`config.mk`:
```
export PLATFORM = sky130hd
export DESIGN_NAME = dram_stream_loader_flat
export DESIGN_NICKNAME = d
export VERILOG_FILES = /design/src/rtl/dram_stream_loader_if.sv /design/src/rtl/dram_stream_loader.sv /design/src/flat_wrapper.sv
export SDC_FILE = /design/constraint.sdc
export NUM_CORES = 1
export LEC_CHECK = 0
export ABC_AREA = 1
export CELL_PAD_IN_SITES_DETAIL_PLACEMENT = 0
export CELL_PAD_IN_SITES_GLOBAL_PLACEMENT = 1
export CORE_ASPECT_RATIO = 0.9
export CORE_MARGIN = 1
export CORE_UTILIZATION = 39
export CTS_CLUSTER_DIAMETER = 150
export DETAILED_ROUTE_END_ITERATION = 8
export PLACE_DENSITY = 0.83
export SYNTH_ARGS = -nofsm -noshare
export SYNTH_HDL_FRONTEND = slang
export SYNTH_SLANG_ARGS = --single-unit
```
`constraint.sdc`:
```
create_clock -name clk -period 4 [get_ports clk]
set_clock_uncertainty 0.15 [all_clocks]
set_input_delay 0.8 -clock clk [delete_from_list [all_inputs] [get_ports clk]]
set_output_delay 0.8 -clock clk [all_outputs]
set_load 0.02 [all_outputs]
```
`src/rtl/dram_stream_loader_if.sv`:
```
// rtl/dram_stream_loader_if.sv - pixel byte stream and data-RAM write port bundle
interface dram_stream_loader_if #(
    parameter int unsigned ADDR_W = 16
);
    logic              s_valid;
    logic [7:0]        s_data;
    logic              s_ready;
    logic [ADDR_W-1:0] mem_addr;
    logic [7:0]        mem_din;
    logic              mem_write;

    modport master (
        output s_valid, s_data,
        input  s_ready, mem_addr, mem_din, mem_write
    );

    modport slave (
        input  s_valid, s_data,
        output s_ready, mem_addr, mem_din, mem_write
    );
endinterface

```
`src/rtl/dram_stream_loader.sv`:
```
// rtl/dram_stream_loader.sv - length-prefixed byte stream to data-RAM loader
module dram_stream_loader #(
    parameter int unsigned       ADDR_W    = 16,
    parameter logic [ADDR_W-1:0] BASE_ADDR = '0,
    parameter int unsigned       MAX_LEN   = 16384
) (
    input  logic                clk,
    input  logic                rst_n,
    input  logic                start,
    dram_stream_loader_if.slave bus,
    output logic                busy,
    output logic                done,
    output logic                err,
    output logic [15:0]         byte_count
);
    localparam logic [2:0] S_IDLE   = 3'd0;
    localparam logic [2:0] S_HDR_HI = 3'd1;
    localparam logic [2:0] S_HDR_LO = 3'd2;
    localparam logic [2:0] S_LOAD   = 3'd3;
    localparam logic [2:0] S_DONE   = 3'd4;
    localparam logic [2:0] S_ERR    = 3'd5;

    logic [2:0]        state_q, state_d;
    logic [15:0]       len_q, len_d;
    logic [15:0]       count_q, count_d;
    logic [ADDR_W-1:0] addr_q, addr_d;
    logic [7:0]        din_q, din_d;
    logic              wr_q, wr_d;
    logic              done_q, done_d;
    logic              err_q, err_d;

    logic              ready;
    logic              accept;
    logic [15:0]       hdr_len;
    logic [15:0]       count_inc;

    assign ready     = (state_q == S_HDR_HI) || (state_q == S_HDR_LO) || (state_q == S_LOAD);
    assign accept    = bus.s_valid && ready;
    assign hdr_len   = {len_q[15:8], bus.s_data};
    assign count_inc = count_q + 16'd1;

    always_comb begin
        state_d = state_q;
        len_d   = len_q;
        count_d = count_q;
        addr_d  = addr_q;
        din_d   = din_q;
        wr_d    = 1'b0;
        done_d  = done_q;
        err_d   = err_q;
        case (state_q)
            S_IDLE, S_DONE, S_ERR: begin
                // done lags DONE entry by one edge so the final RAM write has landed
                if (state_q == S_DONE) done_d = 1'b1;
                if (start) begin
                    state_d = S_HDR_HI;
                    done_d  = 1'b0;
                    err_d   = 1'b0;
                    count_d = 16'd0;
                end
            end
            S_HDR_HI: begin
                if (accept) begin
                    len_d   = {bus.s_data, len_q[7:0]};
                    state_d = S_HDR_LO;
                end
            end
            S_HDR_LO: begin
                if (accept) begin
                    len_d = hdr_len;
                    if ({16'd0, hdr_len} > MAX_LEN) begin
                        state_d = S_ERR;
                        err_d   = 1'b1;
                    end else if (hdr_len == 16'd0) begin
                        state_d = S_DONE;
                    end else begin
                        state_d = S_LOAD;
                    end
                end
            end
            S_LOAD: begin
                if (accept) begin
                    addr_d  = BASE_ADDR + ADDR_W'(count_q);
                    din_d   = bus.s_data;
                    wr_d    = 1'b1;
                    count_d = count_inc;
                    if (count_inc == len_q) state_d = S_DONE;
                end
            end
            default: state_d = S_IDLE;
        endcase
    end

    always_ff @(posedge clk) begin
        if (!rst_n) begin
            state_q <= S_IDLE;
            len_q   <= 16'd0;
            count_q <= 16'd0;
            addr_q  <= BASE_ADDR;
            din_q   <= 8'd0;
            wr_q    <= 1'b0;
            done_q  <= 1'b0;
            err_q   <= 1'b0;
        end else begin
            state_q <= state_d;
            len_q   <= len_d;
            count_q <= count_d;
            addr_q  <= addr_d;
            din_q   <= din_d;
            wr_q    <= wr_d;
            done_q  <= done_d;
            err_q   <= err_d;
        end
    end

    assign bus.s_ready   = ready;
    assign bus.mem_addr  = addr_q;
    assign bus.mem_din   = din_q;
    assign bus.mem_write = wr_q;
    assign busy          = ready;
    assign done          = done_q;
    assign err           = err_q;
    assign byte_count    = count_q;
endmodule

```
`src/flat_wrapper.sv`:
```
// flat-port wrapper written by rule: the top's interface ports become plain ports
module dram_stream_loader_flat 
#(
    parameter int unsigned       ADDR_W    = 16,
    parameter logic [ADDR_W-1:0] BASE_ADDR = '0,
    parameter int unsigned       MAX_LEN   = 16384
)
  (clk, rst_n, start, busy, done, err, byte_count, bus_s_valid, bus_s_data, bus_s_ready, bus_mem_addr, bus_mem_din, bus_mem_write);
  dram_stream_loader_if #(.ADDR_W(ADDR_W)) bus_i ();
  input  logic clk;
  input  logic rst_n;
  input  logic start;
  output logic busy;
  output logic done;
  output logic err;
  output logic [15:0] byte_count;
  input wire logic [$bits(bus_i.s_valid)-1:0] bus_s_valid;
  input wire logic [$bits(bus_i.s_data)-1:0] bus_s_data;
  output wire logic [$bits(bus_i.s_ready)-1:0] bus_s_ready;
  output wire logic [$bits(bus_i.mem_addr)-1:0] bus_mem_addr;
  output wire logic [$bits(bus_i.mem_din)-1:0] bus_mem_din;
  output wire logic [$bits(bus_i.mem_write)-1:0] bus_mem_write;
  assign bus_i.s_valid = bus_s_valid;
  assign bus_i.s_data = bus_s_data;
  assign bus_s_ready = bus_i.s_ready;
  assign bus_mem_addr = bus_i.mem_addr;
  assign bus_mem_din = bus_i.mem_din;
  assign bus_mem_write = bus_i.mem_write;
  dram_stream_loader #(.ADDR_W(ADDR_W), .BASE_ADDR(BASE_ADDR), .MAX_LEN(MAX_LEN)) u_core (.clk(clk), .rst_n(rst_n), .start(start), .bus(bus_i), .busy(busy), .done(done), .err(err), .byte_count(byte_count));
endmodule
```
== Word level (Yosys, flattened, before mapping) ==
Cells that the tools add are included.

* Logic and storage cells: 63
* Output and inout bits: 45
* Register bits after elaboration: 62

* Equality and inequality tests: 12
* Magnitude comparators: 1
* Reductions and logical operators: 17
* Add/sub/neg operators: 1
* Muxes and demuxes: 21
* Bitwise logic cells: 2

{| class="wikitable"
|+ Operator list
! kind !! count
|-
| one-hot mux 16 bit (2 select lines) || 2
|-
| 2-to-1 mux 16 bit || 3
|-
| 2-to-1 mux 3 bit || 7
|-
| adder 16 x 1 -> 16 bit, second input constant || 1
|-
| equality test 16 bit || 1
|-
| greater-than comparator 16 x 15 -> 1 bit, second input constant || 1
|-
| zero test 16 bit || 1
|-
| one-hot mux 3 bit (4 select lines) || 1
|-
| AND reduction 3 bit || 3
|-
| 2-to-1 mux 8 bit || 1
|-
| equality test 3 x 2 -> 1 bit, second input constant || 2
|-
| equality test 3 bit, second input constant || 2
|-
| 2-to-1 mux 1 bit || 6
|-
| != test 2 x 1 -> 1 bit, second input constant || 3
|-
| != test 2 bit, second input constant || 3
|-
| AND reduction 2 bit || 3
|-
| nonzero test 2 bit || 3
|-
| AND reduction 5 bit || 1
|-
| AND reduction 4 bit || 1
|-
| equality test 3 x 1 -> 1 bit, second input constant || 1
|-
| zero test 3 bit || 1
|-
| OR reduction 3 bit || 1
|-
| logical OR 1 bit || 2
|-
| inverter 1 bit || 2
|-
| 2 further kinds || 2
|}

== Logic depth before layout (Yosys ltp) ==
Gate-level depths: netlist (run 1).

* Depth in word-level cells: 6
* Depth in mapped cells: 16

== Worst setup path after synthesis (run 1) ==
No wires, ideal clock.

* Kind: reg-to-reg
* Start: register u_core.count_q[0], in the netlist u_core.byte_count[0]
* End: register u_core.state_q[2]
* Path slack: 1.940 ns
* Data arrival time: 1.795 ns
* Clock period less this slack: 2.060 ns
* Library setup time: 0.115 ns
* Buffers on the path: 0
* Required time: 3.735 ns
* Cell stages (with the launch flop): 17
* Cell sequence: dfxtp_1 ha_1 nand2_1 nor2_4 nand2_1 inv_1 nand2_1 nand2_1 nand3_1 nand2_1 nand2_1 nor2_1 nand3_1 nand2_2 nand3_1 nand2_1 nor2_1

* Longest elaborated chain between the ends: 4

{| class="wikitable"
|+ RTL lines
! element !! line !! RTL
|-
| start: declaration || dram_stream_loader.sv:25 || <nowiki>logic [15:0] count_q, count_d;</nowiki>
|-
| start signal: assignment || dram_stream_loader.sv:107 || <nowiki>count_q <= count_d;</nowiki>
|-
| adder 16 x 1 -> 16 bit || dram_stream_loader.sv:40 || <nowiki>assign count_inc = count_q + 16'd1;</nowiki>
|-
| equality test 16 bit || dram_stream_loader.sv:87 || <nowiki>if (count_inc == len_q) state_d = S_DONE;</nowiki>
|-
| != test 2 bit (no line) || n/a ||
|-
| AND reduction 5 bit (no line) || n/a ||
|-
| end signal: assignment || dram_stream_loader.sv:105 || <nowiki>state_q <= state_d;</nowiki>
|-
| end: declaration || dram_stream_loader.sv:23 || <nowiki>logic [2:0] state_q, state_d;</nowiki>
|}

No other way between the ends.
A chain may end at the register's enable or synchronous reset.

== Worst setup path after layout (run 1) ==
* Start: input bus_s_valid
* End: register u_core.count_q[6], in the netlist u_core.byte_count[6]

* Longest elaborated chain between the ends: 3

{| class="wikitable"
|+ RTL lines
! element !! line !! RTL
|-
| start: declaration || flat_wrapper.sv:17 || <nowiki>input wire logic [$bits(bus_i.s_valid)-1:0] bus_s_valid;</nowiki>
|-
| logical AND 1 bit || dram_stream_loader.sv:38 || <nowiki>assign accept = bus.s_valid && ready;</nowiki>
|-
| != test 2 x 1 -> 1 bit (no line) || n/a ||
|-
| AND reduction 3 bit (no line) || n/a ||
|}

No other way between the ends.

==> key figures, run 1 <==
Worst setup path
  • Critical Path Sink Type: flip-flop
  • CP max stage delay: 0.58 ns
  • CP required: 4.11 ns
  • Max FO, Critical Path: 32
  • Worst path slowest cell: inv_1
  • Critical path's top delay family: buffers and inverters
  • Cells along the critical path: clkdlybuf4s50_1, nand2_1, inv_1, buf_12, nand3_1, a21oi_1
  • Reg2Reg Depth: 9
  • Crit path depth: 6
  • Worst EP arrival: 2.74 ns
  • CP Launch Type: input port
  • Setup CP Type: in -> reg
  • WP buf/inv: 3

Synth
  • Yosys Warn Count: 0
  • Largest area contributor in the netlist: dfxtp_1
  • Adder-Cell Fraction of Synth Area: 0.004160
  • Post-synthesis mux area share: 0
  • Post-Synth XOR/XNOR Area: 0.005824
  • Leading post-synthesis cells by cell area: dfxtp_1, nand2_1, a21oi_1
  • Mapped Nets: 459
  • Synth Cell Area: 3008 um^2
  • Synth top area share: 0.4126
  • Mean Syn Cell Area: 6.744 um^2
  • Synth Area in Compound Gates: 0.1797
  • Distinct cells, synth: 30
  • #FFs+latches synth: 62
  • Cells after synthesis: 446
  • Post-synthesis sequential area ratio: 0.4126
  • Largest family of logic cells by synthesized area: simple AND/OR/NAND/NOR gates
  • Post-synthesis simple-gate area fraction: 0.3178

STA
  • Hold Vio Cnt, Final: 0
  • Worst Tran Pin Value: 0.6889 ns
  • Final setup fails: 0
  • Fmax: 380.1 MHz
  • Slew Viols, Final: 0
  • Rel. slew slack: 0.5401
  • Crit path time final: 2.631 ns
  • Final period util: 0.6578
  • Setup TNS: 0 ns
  • RSZ-0062 raised after global routing: false

Global route
  • Gr ovfl total: 0
  • First-pass GRT wire length: 13910 um
  • GRT Util Overall: 0.2290
  • Initial antenna violation count: 0
  • Largest net degree at the start of global routing: 38
  • Number of global-route vias before repair: 2850

Drt
  • Routed length per instance: 14.42 um
  • Number of DRC markers in iteration 0: 147
  • Residual DRC: 0
  • DRT Pass-1 Iters: 4
  • Met1 WL: 3918 um
  • Routed Antenna Nets: 0
  • DRT Wirelength: 8606 um
  • Top Layer Used: met4
  • Vias per cell: 5.094
  • Routed wl met3: 419 um
  • Metal2 WL: 4161 um
  • Vias: 3041

Floorplan
  • Die Ht: 85.32 um
  • Core Area: 7257 um^2
  • Std-Cell Rows: 29
  • Die width: 94.57 um
  • Initial core utilization: 0.4145
  • IO Pins: 57
  • Die ar.: 8068 um^2

CTS
  • Setup repair bufs after CTS: 0
  • Post-cts hold buffer count: 0
  • Clk slew on worst S/H paths: 0.08 ns
  • Htree depth: 3
  • CTS tree: built
  • Clk root buf: clkbuf_8
  • Clock Tree Buf Depth: 2
  • Total CTS buffers: 9
  • Clk_lat worst skew: 0.34 ns
  • Clock sinks: 62
  • Post-cts resize count: 0

Finish
  • Final #Nets: 512
  • Fin util: 0.5278
  • Synthesis-to-finish area growth: 27.33%
  • Most frequent cells in the layout: nand2_1, dfxtp_1, a21oi_1
  • N_diodes: 0
  • Share of post-route cells with drive strength above 1: 0.05952
  • Commonest non-fill, non-tap cell in the layout: nand2_1
  • Fill cells: 759

Hold path
  • Worst hold-check path type: reg -> reg
  • Hold path depth: 2

Status
  • Outcome: finished, final reports clean

Placed design
  • Routability congestion estimate from global placement: 0.8350
  • # port buffers: 56
  • DP HPWL: 6304 um

Power and ir drop
  • Peak VDD IR: 0.0002911 V
  • PD cells: 467.9 nW/um^2
  • Leakage power: 1.436 nW

Job
  • Max-cap violations: 0
==> area by class of cell <==
class | instances | area (um^2) | share of cell area
multi-input combinational | 322 | 1526 | 0.3986
sequential | 62 | 1241 | 0.3241
timing repair buffer | 58 | 588.1 | 0.1535
inverter | 46 | 172.7 | 0.04508
clock buffer | 11 | 151.4 | 0.03953
tap | 93 | 116.4 | 0.03038
clock inverter | 5 | 33.78 | 0.008821
==> layer usage <==
layer	global-route usage	up-vias
li1	-	1580
met1	0.3018	1387
met2	0.3689	65
met3	0.06093	9
met4	0.06198	0
met5	0	-
==> cell usage after synthesis (all sizes together) <==
library cell / n
buf: 4
clkbuf: 12
nand3b: 2
a32o: 1
a211oi: 8
dfxtp: 62
o21ai: 26
xor2: 2
nand3: 37
o211ai: 1
nand4: 7
nor3: 1
nor4: 3
or2: 1
o21bai: 1
inv: 46
o22ai: 1
a21oi: 58
ha: 1
nor2: 41
a31oi: 1
o32ai: 1
o211a: 1
nand2: 128
==> where the power goes <==
part	switching (mW)	internal, mW	total (mW)
sequential	0.0520	0.696	0.748
clock	0.253	0.257	0.510
combinational	0.331	0.203	0.534
==> worst register-to-register path, stage by stage, from the launching register on <==
cell and delay (ns):
dfxtp_1 0.36, inv_1 0.10, nor2_1 0.13, inv_1 0.07, nor2_1 0.16, nand2_1 0.33
inv_1 0.58, buf_12 0.27, nand3_1 0.09, a21oi_1 0.15
==> path summary, 6_finish.rpt <==
path / slack, ns / to / startpoint
setup / recovery: 1.37 / u_core.byte_count[6]$_SDFFE_PN0P_ / bus_s_valid
hold / removal: 0.30 / u_core.err$_SDFFE_PN0P_ / u_core.err$_SDFFE_PN0P_
setup reg to reg: 1.53 / u_core.byte_count[6]$_SDFFE_PN0P_ / u_core.state_q[1]$_SDFFE_PN0P_
hold reg to reg: 0.30 / u_core.err$_SDFFE_PN0P_ / u_core.err$_SDFFE_PN0P_
==> logic make-up after synthesis <==
family	after synthesis
and+or+nand+nor	220
buffers and inverters	62
DFF	62
AOI/OAI and AO/OA	99
xor gates and xnor gates	2
adders and majority gates	1
==> registers in the layout, indices dropped and copies added, names as in the netlist <==
register and flops:
u_core.state_q 3, u_core.len_q 16, u_core.done 1, u_core.bus.mem_write 1
u_core.bus.mem_addr 16, u_core.bus.mem_din 8, u_core.byte_count 16, u_core.err 1
==> through the flow <==
stage | area, um^2 | std cells | power (mW) | hold WS [ns] | worst slack, ns
final | 3830 | 597 | 1.792 | 0.3035 | 1.369
after global routing | 3830 | 597 | 1.904 | 0.3261 | 1.157
after CTS | 3830 | 597 | 1.807 | 0.3075 | 1.395
after detailed placement | 3645 | 581 | 1.293 | 0.2956 | 1.031
after global placement | 3645 | 581 | 1.288 | 0.2902 | 1.138
after floorplan | 3008 | 446 | 1.116 | 0.2941 | 1.940
Note: power is estimated with default switching activity, not from simulation.
==> run 2, diff against run 1 <==
- CORE_UTILIZATION: 39 -> 33
- PLACE_DENSITY: 0.83 -> 0.75
- clock period: 4 -> 2.3 ns (I/O delays scaled with it)
==> run 2 against run 1 <==
  * Wire length is 7.0% higher
  * Via count is 6.3% higher
  * Clock-buffer cell count is 2 higher
  * Sequential power is 75% higher
  * First-iteration DRC count is 27% lower
  * Design area is 9.3% higher
  * Final cell count is 9.2% higher
  * Register-to-register slack worse by 1.3 ns
  * Sequential cell count stayed put
  * Largest cell class unchanged
==> key figures, run 2 (synthesized netlist as in run 1, its figures left out) <==
Placed design
  • DP HPWL: 6860 um
  • Routability congestion estimate from global placement: 0.8589
  • Worst Setup Slack post-DPL: 0.01800 ns
  • # port buffers: 56

Worst setup path
  • Reg-to-Reg Start: u_core.byte_count[1]$_SDFFE_PN0P_
  • Setup CP Type: reg -> out
  • Reg2Reg Depth: 15
  • Critical Path Sink Type: output port
  • Max FO, Critical Path: 5
  • CP required: 1.69 ns
  • R2R setup slack: 0.24 ns
  • FF-to-FF End: u_core.state_q[0]$_SDFFE_PN0P_
  • Worst EP arrival: 1.50 ns
  • CP Launch Type: flip-flop

Drt
  • Residual DRC: 0
  • Vias per cell: 4.957
  • DRT Pass-1 Iters: 4
  • Routed Antenna Nets: 0
  • Routed length per instance: 14.12 um
  • Number of DRC markers in iteration 0: 107
  • Vias: 3232
  • DRT Wirelength: 9208 um

Global route
  • Number of global-route vias before repair: 2976
  • Met2 Usage GRT: 0.3267
  • Met3 Track Usage GR: 0.04453
  • Largest net degree at the start of global routing: 29
  • GRT Util Overall: 0.2073
  • M1 GR Usage: 0.2818
  • Initial antenna violation count: 0
  • First-pass GRT wire length: 14780 um
  • Gr ovfl total: 0
  • Most used routing layer: met2

Power and ir drop
  • Comb pwr share: 0.303
  • Leakage power: 1.629 nW
  • NetSw: 1.140 mW
  • Clock power share: 0.311
  • Reg power frac: 0.386
  • Int Power: 2.238 mW
  • Switching share of power: 0.3374
  • PD cells: 806.8 nW/um^2
  • Peak VDD IR: 0.0004970 V

Floorplan
  • IO Pins: 57
  • Initial core utilization: 0.3462
  • Std-Cell Rows: 32
  • Die ar.: 9501 um^2
  • Die width: 102.6 um
  • Die Ht: 92.57 um
  • Core Area: 8688 um^2

Hold path
  • Worst hold-check path type: reg -> reg
  • Hold_sp: u_core.bus.mem_din[2]$_SDFFE_PN0P_
  • Hold path depth: 2
  • Hold EP: u_core.bus.mem_din[2]$_SDFFE_PN0P_

Finish
  • Synthesis-to-finish area growth: 39.18%
  • Area occupied by multi-input gates: 1564 um^2
  • N_diodes: 0
  • Commonest non-fill, non-tap cell in the layout: nand2_1
  • Register area: 1250 um^2
  • Share of post-route cells with drive strength above 1: 0.1407
  • Fill cells: 902
  • Final #Nets: 541
  • Most frequent cells in the layout: nand2_1, a21oi_1, dfxtp_1

CTS
  • Clk_lat worst skew: 0.34 ns
  • Clk root buf: clkbuf_8
  • Htree depth: 3
  • Clk slew on worst S/H paths: 0.07 ns
  • Clock sinks: 62
  • CTS tree: built
  • Total CTS buffers: 9
  • Clock Tree Buf Depth: 2

STA
  • Rel. slew slack: 0.6559
  • Final period util: 0.9186
  • Crit path time final: 2.113 ns
  • Setup TNS: 0 ns
  • Worst Tran Pin Value: 0.5154 ns
  • Fmax: 473.3 MHz
  • Hold Vio Cnt, Final: 0
  • Final setup fails: 0
  • Slew Viols, Final: 0
  • Post-route setup slack: 0.1871 ns
  • WHS: 0.3162 ns
  • RSZ-0062 raised after global routing: false

Job
  • Max-cap violations: 0

Status
  • Outcome: finished, final reports clean
run 2: cell count changes in the layout (fill, tap and decap cells not counted), moves of 4 or more:
cell     delta
buf_4      +27
dfxtp_1     -7
dfxtp_2     +7
nor2_1      -4
nor2_2      +4
run 2: worst max-delay path by stage:
stage / from / end / slack (ns)
3_3_place_gp: bus_s_valid / u_core.state_q[2]$_SDFFE_PN0P_ / 0.09
5_1_grt: u_core.byte_count[1]$_SDFFE_PN0P_ / u_core.state_q[0]$_SDFFE_PN0P_ / 0.003
2_1_floorplan: u_core.byte_count[0]$_SDFFE_PN0P_ / u_core.state_q[2]$_SDFFE_PN0P_ / 0.24
3_5_place_dp: bus_s_data[4] / u_core.state_q[2]$_SDFFE_PN0P_ / 0.02
4_1_cts: u_core.state_q[1]$_SDFFE_PN0P_ / busy / 0.01
6_report: u_core.byte_count[9]$_SDFFE_PN0P_ / byte_count[9] / 0.19
run 2: area by class of cell:
cell class	count	share of cell area
sequential	62	0.2986
clock inverter	3	0.009564
inverter	46	0.04124
tap	119	0.03556
timing repair buffer	87	0.1987
multi-input combinational	322	0.3736
clock buffer	13	0.04274
run 2: power by group through the flow:
stage	clock network, mW	logic (mW)	registers, mW
2_1_floorplan	0	0.578	1.36
3_3_place_gp	0	1.03	1.33
3_5_place_dp	0	1.02	1.33
4_1_cts	1.07	1.01	1.30
5_1_grt	1.12	1.13	1.32
6_report	1.05	1.02	1.31
run 2: through the flow:
step           total power, mW    util  instances  area [um^2]
2_1_floorplan            1.941       -        446         3008
3_3_place_gp             2.352  0.4469        631         3882
3_5_place_dp             2.342  0.4469        631         3882
4_1_cts                  3.389  0.4719        647         4100
5_1_grt                  3.572  0.4819        652         4187
6_report                 3.378  0.4819        652         4187
run 2: timing repair:
item                       in CTS  in global routing
pin swaps                       0                  5
setup buffers                   0                  5
resized for setup               1                 18
hold buffers                    0                  0
setup endpoints to repair       1                  4
run 2: per-layer routing:
| layer | wire [um] | part of all wire |
|---|---|---|
| met1 | 4493 | 0.49 |
| met2 | 4217 | 0.46 |
| met3 | 411 | 0.045 |
| met4 | 87 | 0.0094 |
| met5 | 0 | 0 |
run 2: worst max-delay path, stage by stage, from the launching register on:
cell and delay (ns):
dfxtp_1 0.43, buf_4 0.15, clkdlybuf4s50_1 0.59
==> run 3, diff against run 2 <==
- CORE_MARGIN: 1 -> unset
- CTS_CLUSTER_DIAMETER: 150 -> 120
==> results of run 3 <==
The final DEF is identical to that of run 2; final timing and power are the same.
